`config.mk`:
```
export PLATFORM = sky130hd
export DESIGN_NAME = bs_gnrtr_n_rbtr_bp
export DESIGN_NICKNAME = d
export VERILOG_FILES = /design/src/rtl/bus_arb_pkg.sv /design/src/rtl/rr_arbiter.sv /design/src/rtl/bs_gnrtr_n_rbtr_bp.sv
export SDC_FILE = /design/constraint.sdc
export NUM_CORES = 1
export LEC_CHECK = 0
export ABC_AREA = 1
export CORE_ASPECT_RATIO = 2
export CORE_MARGIN = 1
export CORE_UTILIZATION = 55
export DETAILED_ROUTE_END_ITERATION = 10
export DONT_BUFFER_PORTS = 1
export PLACE_DENSITY = 0.7
export SKIP_CTS_REPAIR_TIMING = 1
export SLEW_MARGIN = 20
export SYNTH_ARGS = -nofsm -noshare
export SYNTH_HDL_FRONTEND = slang
export SYNTH_HIERARCHICAL = 1
export SYNTH_SLANG_ARGS = --single-unit
```
`constraint.sdc`:
```
create_clock -name clk -period 7.31 [get_ports clk]
set_input_delay 1.462 -clock clk [delete_from_list [all_inputs] [get_ports clk]]
set_output_delay 1.462 -clock clk [all_outputs]
set_load 0.005 [all_outputs]
```
`src/rtl/bus_arb_pkg.sv`:
```
// Shared types and helpers for the packet-bus generator/arbiter.
// Helpers are sized for the largest supported configuration; callers cast down.
package bus_arb_pkg;

    typedef enum logic [1:0] {IDLE, DECODE, SEND, DONE} state_t;

    localparam int MAX_DRVRS = 16;
    localparam int MAX_PKT_W = 256;
    localparam int MAX_ID_W  = 32;

    // Destination ID sits in the top id_w bits of a pkt_w-bit packet.
    function automatic logic [MAX_ID_W-1:0] id_field(input logic [MAX_PKT_W-1:0] pkt,
                                                     input int pkt_w,
                                                     input int id_w);
        logic [MAX_PKT_W-1:0] sh;
        sh = pkt >> (pkt_w - id_w);
        return sh[MAX_ID_W-1:0];
    endfunction

    function automatic logic [MAX_DRVRS-1:0] bcast_mask(input logic [3:0] src);
        return ~(MAX_DRVRS'(1) << src);
    endfunction

endpackage

```
`src/rtl/rr_arbiter.sv`:
```
// Combinational arbiter: fixed priority (lowest index) when mode=0, rotating
// priority starting at ptr when mode=1. One-hot grant plus binary index.
module rr_arbiter #(
    parameter int N     = 4,
    parameter int IDX_W = 2
) (
    input  logic [N-1:0]     req,
    input  logic [IDX_W-1:0] ptr,
    input  logic             mode,
    output logic [N-1:0]     grant,
    output logic [IDX_W-1:0] gidx
);

    always_comb begin
        int start;
        int k;
        logic [IDX_W-1:0] idx;
        grant = '0;
        gidx  = '0;
        start = mode ? int'(ptr) : 0;
        idx   = '0;
        // Walk from farthest to nearest so the nearest requester is written last.
        for (int i = N - 1; i >= 0; i--) begin
            k = start + i;
            if (k >= N) k = k - N;
            idx = IDX_W'(k);
            if (req[idx]) begin
                grant      = '0;
                grant[idx] = 1'b1;
                gidx       = idx;
            end
        end
    end

endmodule

```
`src/rtl/bs_gnrtr_n_rbtr_bp.sv`:
```
// Shared packet bus: grant one terminal, pop its head, push to dest or broadcast.
// Drops invalid/self-addressed packets and packets blocked by full[] too long.
module bs_gnrtr_n_rbtr_bp
    import bus_arb_pkg::*;
#(
    parameter int              DRVRS     = 4,
    parameter int              PCKG_SZ   = 32,
    parameter int              ID_W      = 8,
    parameter logic [ID_W-1:0] BROADCAST = {ID_W{1'b1}},
    parameter int              TIMEOUT   = 16,
    parameter int              CNT_W     = 16
) (
    input  logic                     clk,
    input  logic                     reset,
    input  logic [DRVRS-1:0]         pndng,
    input  logic [DRVRS*PCKG_SZ-1:0] D_pop,
    input  logic [DRVRS-1:0]         full,
    input  logic                     arb_mode,
    output logic [DRVRS-1:0]         pop,
    output logic [DRVRS-1:0]         push,
    output logic [PCKG_SZ-1:0]       D_push,
    output logic                     busy,
    output logic [CNT_W-1:0]         drop_cnt
);

    localparam int IDX_W  = $clog2(DRVRS);
    localparam int WCNT_W = $clog2(TIMEOUT + 1);

    state_t              state;
    logic [PCKG_SZ-1:0]  pkt;
    logic [IDX_W-1:0]    src;
    logic [IDX_W-1:0]    rr_ptr;
    logic [DRVRS-1:0]    targets;
    logic [WCNT_W-1:0]   wcnt;

    logic [DRVRS-1:0]    grant;
    logic [IDX_W-1:0]    gidx;
    logic [PCKG_SZ-1:0]  win_pkt;
    logic [ID_W-1:0]     dest;
    logic [31:0]         dest32;
    logic [31:0]         src32;
    logic [DRVRS-1:0]    dec_targets;
    logic                dec_ok;
    logic                blocked;
    logic [IDX_W-1:0]    next_ptr;
    logic [CNT_W-1:0]    drop_inc;

    rr_arbiter #(
        .N     (DRVRS),
        .IDX_W (IDX_W)
    ) u_arb (
        .req   (pndng),
        .ptr   (rr_ptr),
        .mode  (arb_mode),
        .grant (grant),
        .gidx  (gidx)
    );

    always_comb begin
        win_pkt = '0;
        for (int i = 0; i < DRVRS; i++) begin
            if (grant[i]) win_pkt = D_pop[i*PCKG_SZ +: PCKG_SZ];
        end
    end

    // Destination decode works on the latched packet, so it is stable in DECODE.
    always_comb begin
        dest        = ID_W'(id_field(MAX_PKT_W'(pkt), PCKG_SZ, ID_W));
        dest32      = 32'(dest);
        src32       = 32'(src);
        dec_targets = '0;
        dec_ok      = 1'b0;
        if (dest == BROADCAST) begin
            dec_targets = DRVRS'(bcast_mask(4'(src)));
            dec_ok      = 1'b1;
        end else if (dest32 < 32'(DRVRS) && dest32 != src32) begin
            dec_targets = DRVRS'(1) << dest;
            dec_ok      = 1'b1;
        end
    end

    assign blocked  = |(targets & full);
    assign next_ptr = (src == IDX_W'(DRVRS - 1)) ? '0 : src + 1'b1;
    assign drop_inc = (&drop_cnt) ? drop_cnt : drop_cnt + 1'b1;

    always_ff @(posedge clk) begin
        if (!reset) begin
            state    <= IDLE;
            pop      <= '0;
            push     <= '0;
            D_push   <= '0;
            busy     <= 1'b0;
            drop_cnt <= '0;
            rr_ptr   <= '0;
            pkt      <= '0;
            src      <= '0;
            targets  <= '0;
            wcnt     <= '0;
        end else begin
            case (state)
                IDLE: begin
                    if (|pndng) begin
                        pkt   <= win_pkt;
                        src   <= gidx;
                        pop   <= grant;
                        busy  <= 1'b1;
                        state <= DECODE;
                    end
                end
                DECODE: begin
                    pop <= '0;
                    if (dec_ok) begin
                        targets <= dec_targets;
                        wcnt    <= '0;
                        state   <= SEND;
                    end else begin
                        drop_cnt <= drop_inc;
                        rr_ptr   <= next_ptr;
                        busy     <= 1'b0;
                        state    <= IDLE;
                    end
                end
                SEND: begin
                    // Broadcast goes out only when every target can accept.
                    if (!blocked) begin
                        push   <= targets;
                        D_push <= pkt;
                        state  <= DONE;
                    end else if (wcnt == WCNT_W'(TIMEOUT - 1)) begin
                        drop_cnt <= drop_inc;
                        rr_ptr   <= next_ptr;
                        busy     <= 1'b0;
                        state    <= IDLE;
                    end else begin
                        wcnt <= wcnt + 1'b1;
                    end
                end
                DONE: begin
                    push   <= '0;
                    rr_ptr <= next_ptr;
                    busy   <= 1'b0;
                    state  <= IDLE;
                end
                default: begin
                    state <= IDLE;
                end
            endcase
        end
    end

endmodule

```
==> results of run 1 <==
critical path: stages:
cell	delay [ps]
nand2_4	80
ha_1	400
inv_1	130
nand3_1	130
nand2_2	150
nor2_1	60
nand2_1	70
nand3_1	70
nand2_1	60
inv_1	480
nor2_2	680
buf_4	360
a22oi_1	150
o21ai_0	230
nand2_1	80
a21oi_1	150
flip-flops by register name, summed over array words and instances (netlist names):
name / flops
pkt: 32
drop_cnt: 16
busy: 1
state: 2
D_push: 32
push: 4
wcnt: 5
pop: 4
rr_ptr: 2
targets: 4
src: 2
per-layer routing:
metal,GRT usage,vias to the layer above
met2,0.6333,248
met5,0,-
met3,0.06271,61
li1,-,2822
met4,0.2340,0
met1,0.3118,2736
worst paths after layout:
check,startpoint,to,slack (ps),depth (start not counted)
hold reg to reg,push[1]$_SDFFE_PN0P_,push[1]$_SDFFE_PN0P_,490,2
hold / removal,push[1]$_SDFFE_PN0P_,push[1]$_SDFFE_PN0P_,490,2
setup reg to reg,rr_ptr[0]$_SDFFE_PN0P_,pkt[12]$_SDFFE_PN0P_,3320,16
setup / recovery,arb_mode,pkt[12]$_SDFFE_PN0P_,2830,16
synthesized netlist by cell type (3+ instances only):
cell type  count  area share
a21oi_1      111       0.095
buf_2          8      0.0069
nand3_2        5      0.0086
inv_1         55       0.035
buf_1          3      0.0019
nor2_1        98       0.063
nor2_2         4      0.0043
nand2_1      181        0.12
clkbuf_1      36       0.023
or2_0          4      0.0043
dfxtp_1      104        0.36
nand3_1       60       0.052
buf_6          3      0.0058
nand4_1        4      0.0043
xnor2_1        7       0.011
nand2_2       13       0.014
xor2_1         4      0.0060
ha_1          18       0.039
a22oi_1       32       0.041
o21ai_0      102       0.088
placed cells by master, fill, tap and decap left out:
cell type	count
a211oi_1	1
a21oi_1	111
a21oi_2	1
a22oi_1	32
buf_4	5
clkbuf_16	9
clkbuf_8	1
clkinv_1	1
clkinv_8	1
clkinvlp_4	1
dfxtp_1	104
ha_1	18
inv_1	54
inv_2	1
inv_6	3
inv_8	1
nand2_1	181
nand2_2	13
nand2_4	2
nand3_1	60
nand3_2	5
nand3b_1	1
nand4_1	4
nor2_1	96
nor2_2	5
nor2_4	3
nor3b_1	1
o21ai_0	102
o21ai_1	2
o21ai_2	1
o22ai_1	1
or2_0	4
xnor2_1	7
xor2_1	4
layout make-up:
cell class                 instances  area [um^2]  share of cell area
clock buffer                      10        239.0             0.03923
clock inverter                     6        61.31             0.01006
inverter                          56        210.2             0.03450
multi-input combinational        655         3293              0.5406
sequential                       104         2082              0.3418
tap                              135        168.9             0.02773
timing repair buffer               5        37.54            0.006161
power groups by stage:
stage               clock, mW  sequential, mW  combinational (mW)
finish                  0.491           0.659               0.372
global route            0.515           0.664               0.411
CTS                     0.496           0.658               0.367
detailed placement          0           0.671               0.365
global placement            0           0.670               0.355
floorplan                   0           0.648               0.299
per-stage QoR:
| stage | util | instances |
|---|---|---|
| 2_1_floorplan | - | 868 |
| 3_3_place_gp | 0.5665 | 955 |
| 3_5_place_dp | 0.5670 | 955 |
| 4_1_cts | 0.5964 | 971 |
| 5_1_grt | 0.5964 | 971 |
| 6_report | 0.5964 | 971 |
logic make-up (layout without fill, tap and decap cells):
kind of cell,Yosys count,in the layout,synth area share
xor gates and xnor gates,11,11,0.01654
adders and majority gates,18,18,0.03866
and+or+nand+nor,375,375,0.2771
buffers and inverters,109,77,0.07904
DFF,104,104,0.3574
AOI/OAI and AO/OA,251,251,0.2313
==> impl_metrics.toml, run 1 <==
[yosys]
syn_area_um2 = 5826
yosysWarningCount = 6
synthesis.instances = 868
synth_flop_cell = "dfxtp_1"
synth_nets = 1025
synth_edf_count = 0
synth.avg_cell_area_um2 = 6.712
ys_seq_elements = 104
synthArstFlopShare = 0
synth_cell_types = 32
seq_area_frac_synth = 0.3574

[placement]
place_congestion = 0.9665
dp_hpwl_um = 13910
io_buffers = 0
post-place-ws_ps = 2540
placed_cell_area_um2 = 5792

[global_route]
grt_pass1_vias = 5682
globalRouteTotalUtil = 0.3399
grt_pass1_wl_um = 28060
grt_max_degree = 74
antenna_found_initial = 0
grt_overflow_total = 0

[die]
fp.coreArea_um2 = 10210
boundaryPins = 196
std_cell_rows = 52
start_util = 0.5703
die_area_um2 = 11030
fp.dieH_um = 147.5
die_w_um = 74.78

[routing]
drc_errors = 0
wl_met1_um = 6078
wl_per_cell_um = 19.20
viasPerCell = 6.042
firstDrtPassIters = 6
drt-initial-drc-count = 323
ant_nets = 0
vias = 5867
met2WireLength_um = 10300
finalWirelength_um = 18640
top_layer = "met4"
met3_length_um = 1012

[power_and_ir_drop]
power.switching_uw = 544.2
clkPwrFrac = 0.323
p_int_uw = 978.3
leakagePower_nw = 2.403
totalPowerFinal_mw = 1.523
vdd_drop_max_uv = 183.3
p_comb_frac = 0.245
powerDensity_nw_per_um2 = 249.9
sw_frac_of_total = 0.3574
pwr-share-seq = 0.433

[clocking]
root_buffer = "clkbuf_16"
clk_pin_slew_ps = 80
clock_path_buffers = 2
numCtsBuffers = 9
cts_tree = "done"
cts.sinks = 104
clk_latency_ps = 360
cts.htree.levels = 3

[worst_hold_path]
hp-class = "flop to flop"

[final_layout]
n_antenna_cell = 0
num-fill-cells = 1049
area_growth_pct = 4.575
nNetsFinal = 988
drive_above_1_share = 0.06220
final_area_um2 = 6092

[timing]
rsz0062_at_grt = "false"
fin_skew_ps = 8.794
timing.fmax_ghz = 0.2233
setup_viol = 0
tightest_slew_ps = 1151
whs_ps = 490.4
slew_headroom = 0.2317
finalCriticalPeriod_ps = 4478
setup_slack_ps = 2832
hold_viol = 0
period_share = 0.6125
maxSlewViolCount = 0
fin_setup_tns_ps = 0

[worst_setup_path]
startpoint_type = "input port"
worstPathRequired_ps = 7600
crit_type = "input port to flop"
path_max_fanout = 34
crit_path_end_kind = "flop"
worstPathArrival_ps = 4770

[job]
drv_cap = 0

[run_status]
status = "completed"
Power figures use the tool's default switching activity.
==> inputs of run 2 (changes only) <==
Settings changed: ABC_AREA 1 to 0.
Clock period 7.31 ns to 4.2 ns, I/O delays scaled along.
==> impl_metrics.toml, run 2 <==
[yosys]
synth_largest_area_cell = "dfxtp_1"
synthArstFlopShare = 0
synth_simple_gate_area_frac = 0.2192
synth_top_family_by_area = "compound AO/OA/AOI/OAI gates"
synthMostInstantiatedCell = "a21oi_1"
yosysWarningCount = 6
synth_xor_xnor_area_share = 0.003026
synthAdderAreaFrac = 0.03891
seq_area_frac_synth = 0.3597
synth_nets = 883
synth.avg_cell_area_um2 = 7.973
synth_compound_gate_area_share = 0.2990
synth_edf_count = 0
ys_seq_elements = 104
synth_flop_cell = "dfxtp_1"
synthTopCellsByArea = "dfxtp_1 36%, a21oi_1 9.9%, nand2_1 5.8%, a221oi_1 4.8%, ha_1 3.9%"
ys_top_cells_by_count = "115 x a21oi_1, 104 x dfxtp_1, 89 x nand2_1"
muxShareOfSynthArea = 0.01967
syn_area_um2 = 5788
synthesis.instances = 726
synth_top_area_frac = 0.3597
synth_cell_types = 65

[routing]
vias = 5353
finalWirelength_um = 15930
wl_per_cell_um = 19.31
firstDrtPassIters = 6
ant_nets = 0
viasPerCell = 6.488
drt-initial-drc-count = 354
drc_errors = 0

[global_route]
globalRouteTotalUtil = 0.2900
grt_pass1_vias = 5205
antenna_found_initial = 0
grt_pass1_wl_um = 24680
grt_overflow_total = 0
grt_max_degree = 66

[timing]
slew_headroom = 0.2932
finalCriticalPeriod_ps = 3423
period_share = 0.8150
fin_skew_ps = 7.349
maxSlewViolCount = 0
setup_slack_ps = 776.8
fin_setup_tns_ps = 0
setup_viol = 0
rsz0062_at_grt = "false"
tightest_slew_ps = 1052
timing.fmax_ghz = 0.2921
hold_viol = 0

[final_layout]
instances_no_fill = 825
n_antenna_cell = 0
multi_input_area_um2 = 3411
num-fill-cells = 952
drive_above_1_share = 0.09565
ff_latch_area_um2 = 2082
largest_registers = "D_push (32), pkt (32), drop_cnt (16)"
final_common_cell = "a21oi_1"
nNetsFinal = 842
area_growth_pct = 5.664
finish.utilization = 0.6026
layout_common_cells = "115 x a21oi_1, 104 x dfxtp_1, 89 x nand2_1"

[run_status]
status = "completed"

[job]
drv_cap = 0

[clocking]
clk_latency_ps = 350
clock_path_buffers = 2
cts.htree.levels = 3
root_buffer = "clkbuf_16"
numCtsBuffers = 9
clk_pin_slew_ps = 70
cts.sinks = 104
cts_tree = "done"

[die]
fp.coreArea_um2 = 10150
fp.dieH_um = 147.1
start_util = 0.5703
die_w_um = 74.54
std_cell_rows = 52
boundaryPins = 196
die_area_um2 = 10960

[power_and_ir_drop]
power.switching_uw = 780.5
p_int_mw = 1.746
p_comb_frac = 0.224
sw_frac_of_total = 0.3089
powerDensity_nw_per_um2 = 413.1
vdd_drop_max_uv = 296.0
leakagePower_nw = 2.019
clkPwrFrac = 0.338
pwr-share-seq = 0.438

[worst_hold_path]
worstHoldStart = "pkt[16]$_SDFFE_PN0P_"
hold_depth = 2
hp-class = "flop to flop"
min_to = "D_push[16]$_SDFFE_PN0P_"

[worst_setup_path]
reg2reg_slack_ps = 780
crit_type = "flop to flop"
crit_path_end_kind = "flop"
startpoint_type = "flop"
worstRegToRegCells = 10
path_max_fanout = 22
worst_r2r_startpoint = "rr_ptr[1]$_SDFFE_PN0P_"
r2r-end = "pkt[5]$_SDFFE_PN0P_"
worstPathRequired_ps = 4410
worstPathArrival_ps = 3630

[placement]
dp_cells = 809
place_congestion = 0.9106
post-place-ws_ps = 546.1
io_buffers = 0
dp_hpwl_um = 11490
## run 2: power by group through the flow
stage / combinational (mW) / sequential, mW / clock, mW
2_1_floorplan: 0.469 / 1.11 / 0
3_3_place_gp: 0.547 / 1.12 / 0
3_5_place_dp: 0.559 / 1.13 / 0
4_1_cts: 0.562 / 1.10 / 0.870
5_1_grt: 0.629 / 1.11 / 0.904
6_report: 0.567 / 1.11 / 0.854
## run 2: layout make-up
cell class / instances / area share
multi-input cells: 543 / 0.5577
flip-flops and latches: 104 / 0.3404
clock buffers: 9 / 0.03682
well taps: 135 / 0.02762
repair buffers: 10 / 0.01432
clock inverters: 7 / 0.01268
inverters: 17 / 0.01043
## run 2: worst max-delay path, stage by stage (launching register included)
cell	delay, ps
dfxtp_1	500
nand2_2	230
ha_1	530
mux2i_1	320
mux2_2	250
a31oi_1	160
a31oi_4	570
buf_4	350
nor3_1	90
a21oi_1	180
a21oi_1	90
## run 2: worst max path at each step
stage	from	depth (start not counted)	end
5_1_grt	rr_ptr[1]$_SDFFE_PN0P_	10	pkt[31]$_SDFFE_PN0P_
3_5_place_dp	arb_mode	10	pkt[1]$_SDFFE_PN0P_
6_report	rr_ptr[1]$_SDFFE_PN0P_	10	pkt[5]$_SDFFE_PN0P_
4_1_cts	rr_ptr[1]$_SDFFE_PN0P_	10	pkt[1]$_SDFFE_PN0P_
3_3_place_gp	arb_mode	10	pkt[1]$_SDFFE_PN0P_
2_1_floorplan	arb_mode	15	pkt[10]$_SDFFE_PN0P_
## run 2: cells by family after synthesis
group	Yosys count
buffers and inverters	79
multiplexers	10
AND/OR/NAND/NOR	253
XOR/XNOR	2
AO/OA/AOI/OAI	260
flip-flops	104
adder cells (fa/ha/maj)	18
## run 2: through the flow
stage / hold slack [ps] / power, mW / area, um^2
floorplan: 428.7 / 1.577 / 5788
global placement: 434.6 / 1.671 / 5813
detailed placement: 438.8 / 1.686 / 5813
CTS: 453.3 / 2.537 / 6116
global route: 468.6 / 2.648 / 6116
finish: 453.2 / 2.526 / 6116
## run 2: layer usage
layer  global-route usage  up-vias  wire length (um)
li1                     -     2585                 -
met1               0.3050     2518              5806
met2               0.5320      219              8649
met5                    0        -                 0
met4               0.1292        0               492
met3              0.05418       31               986
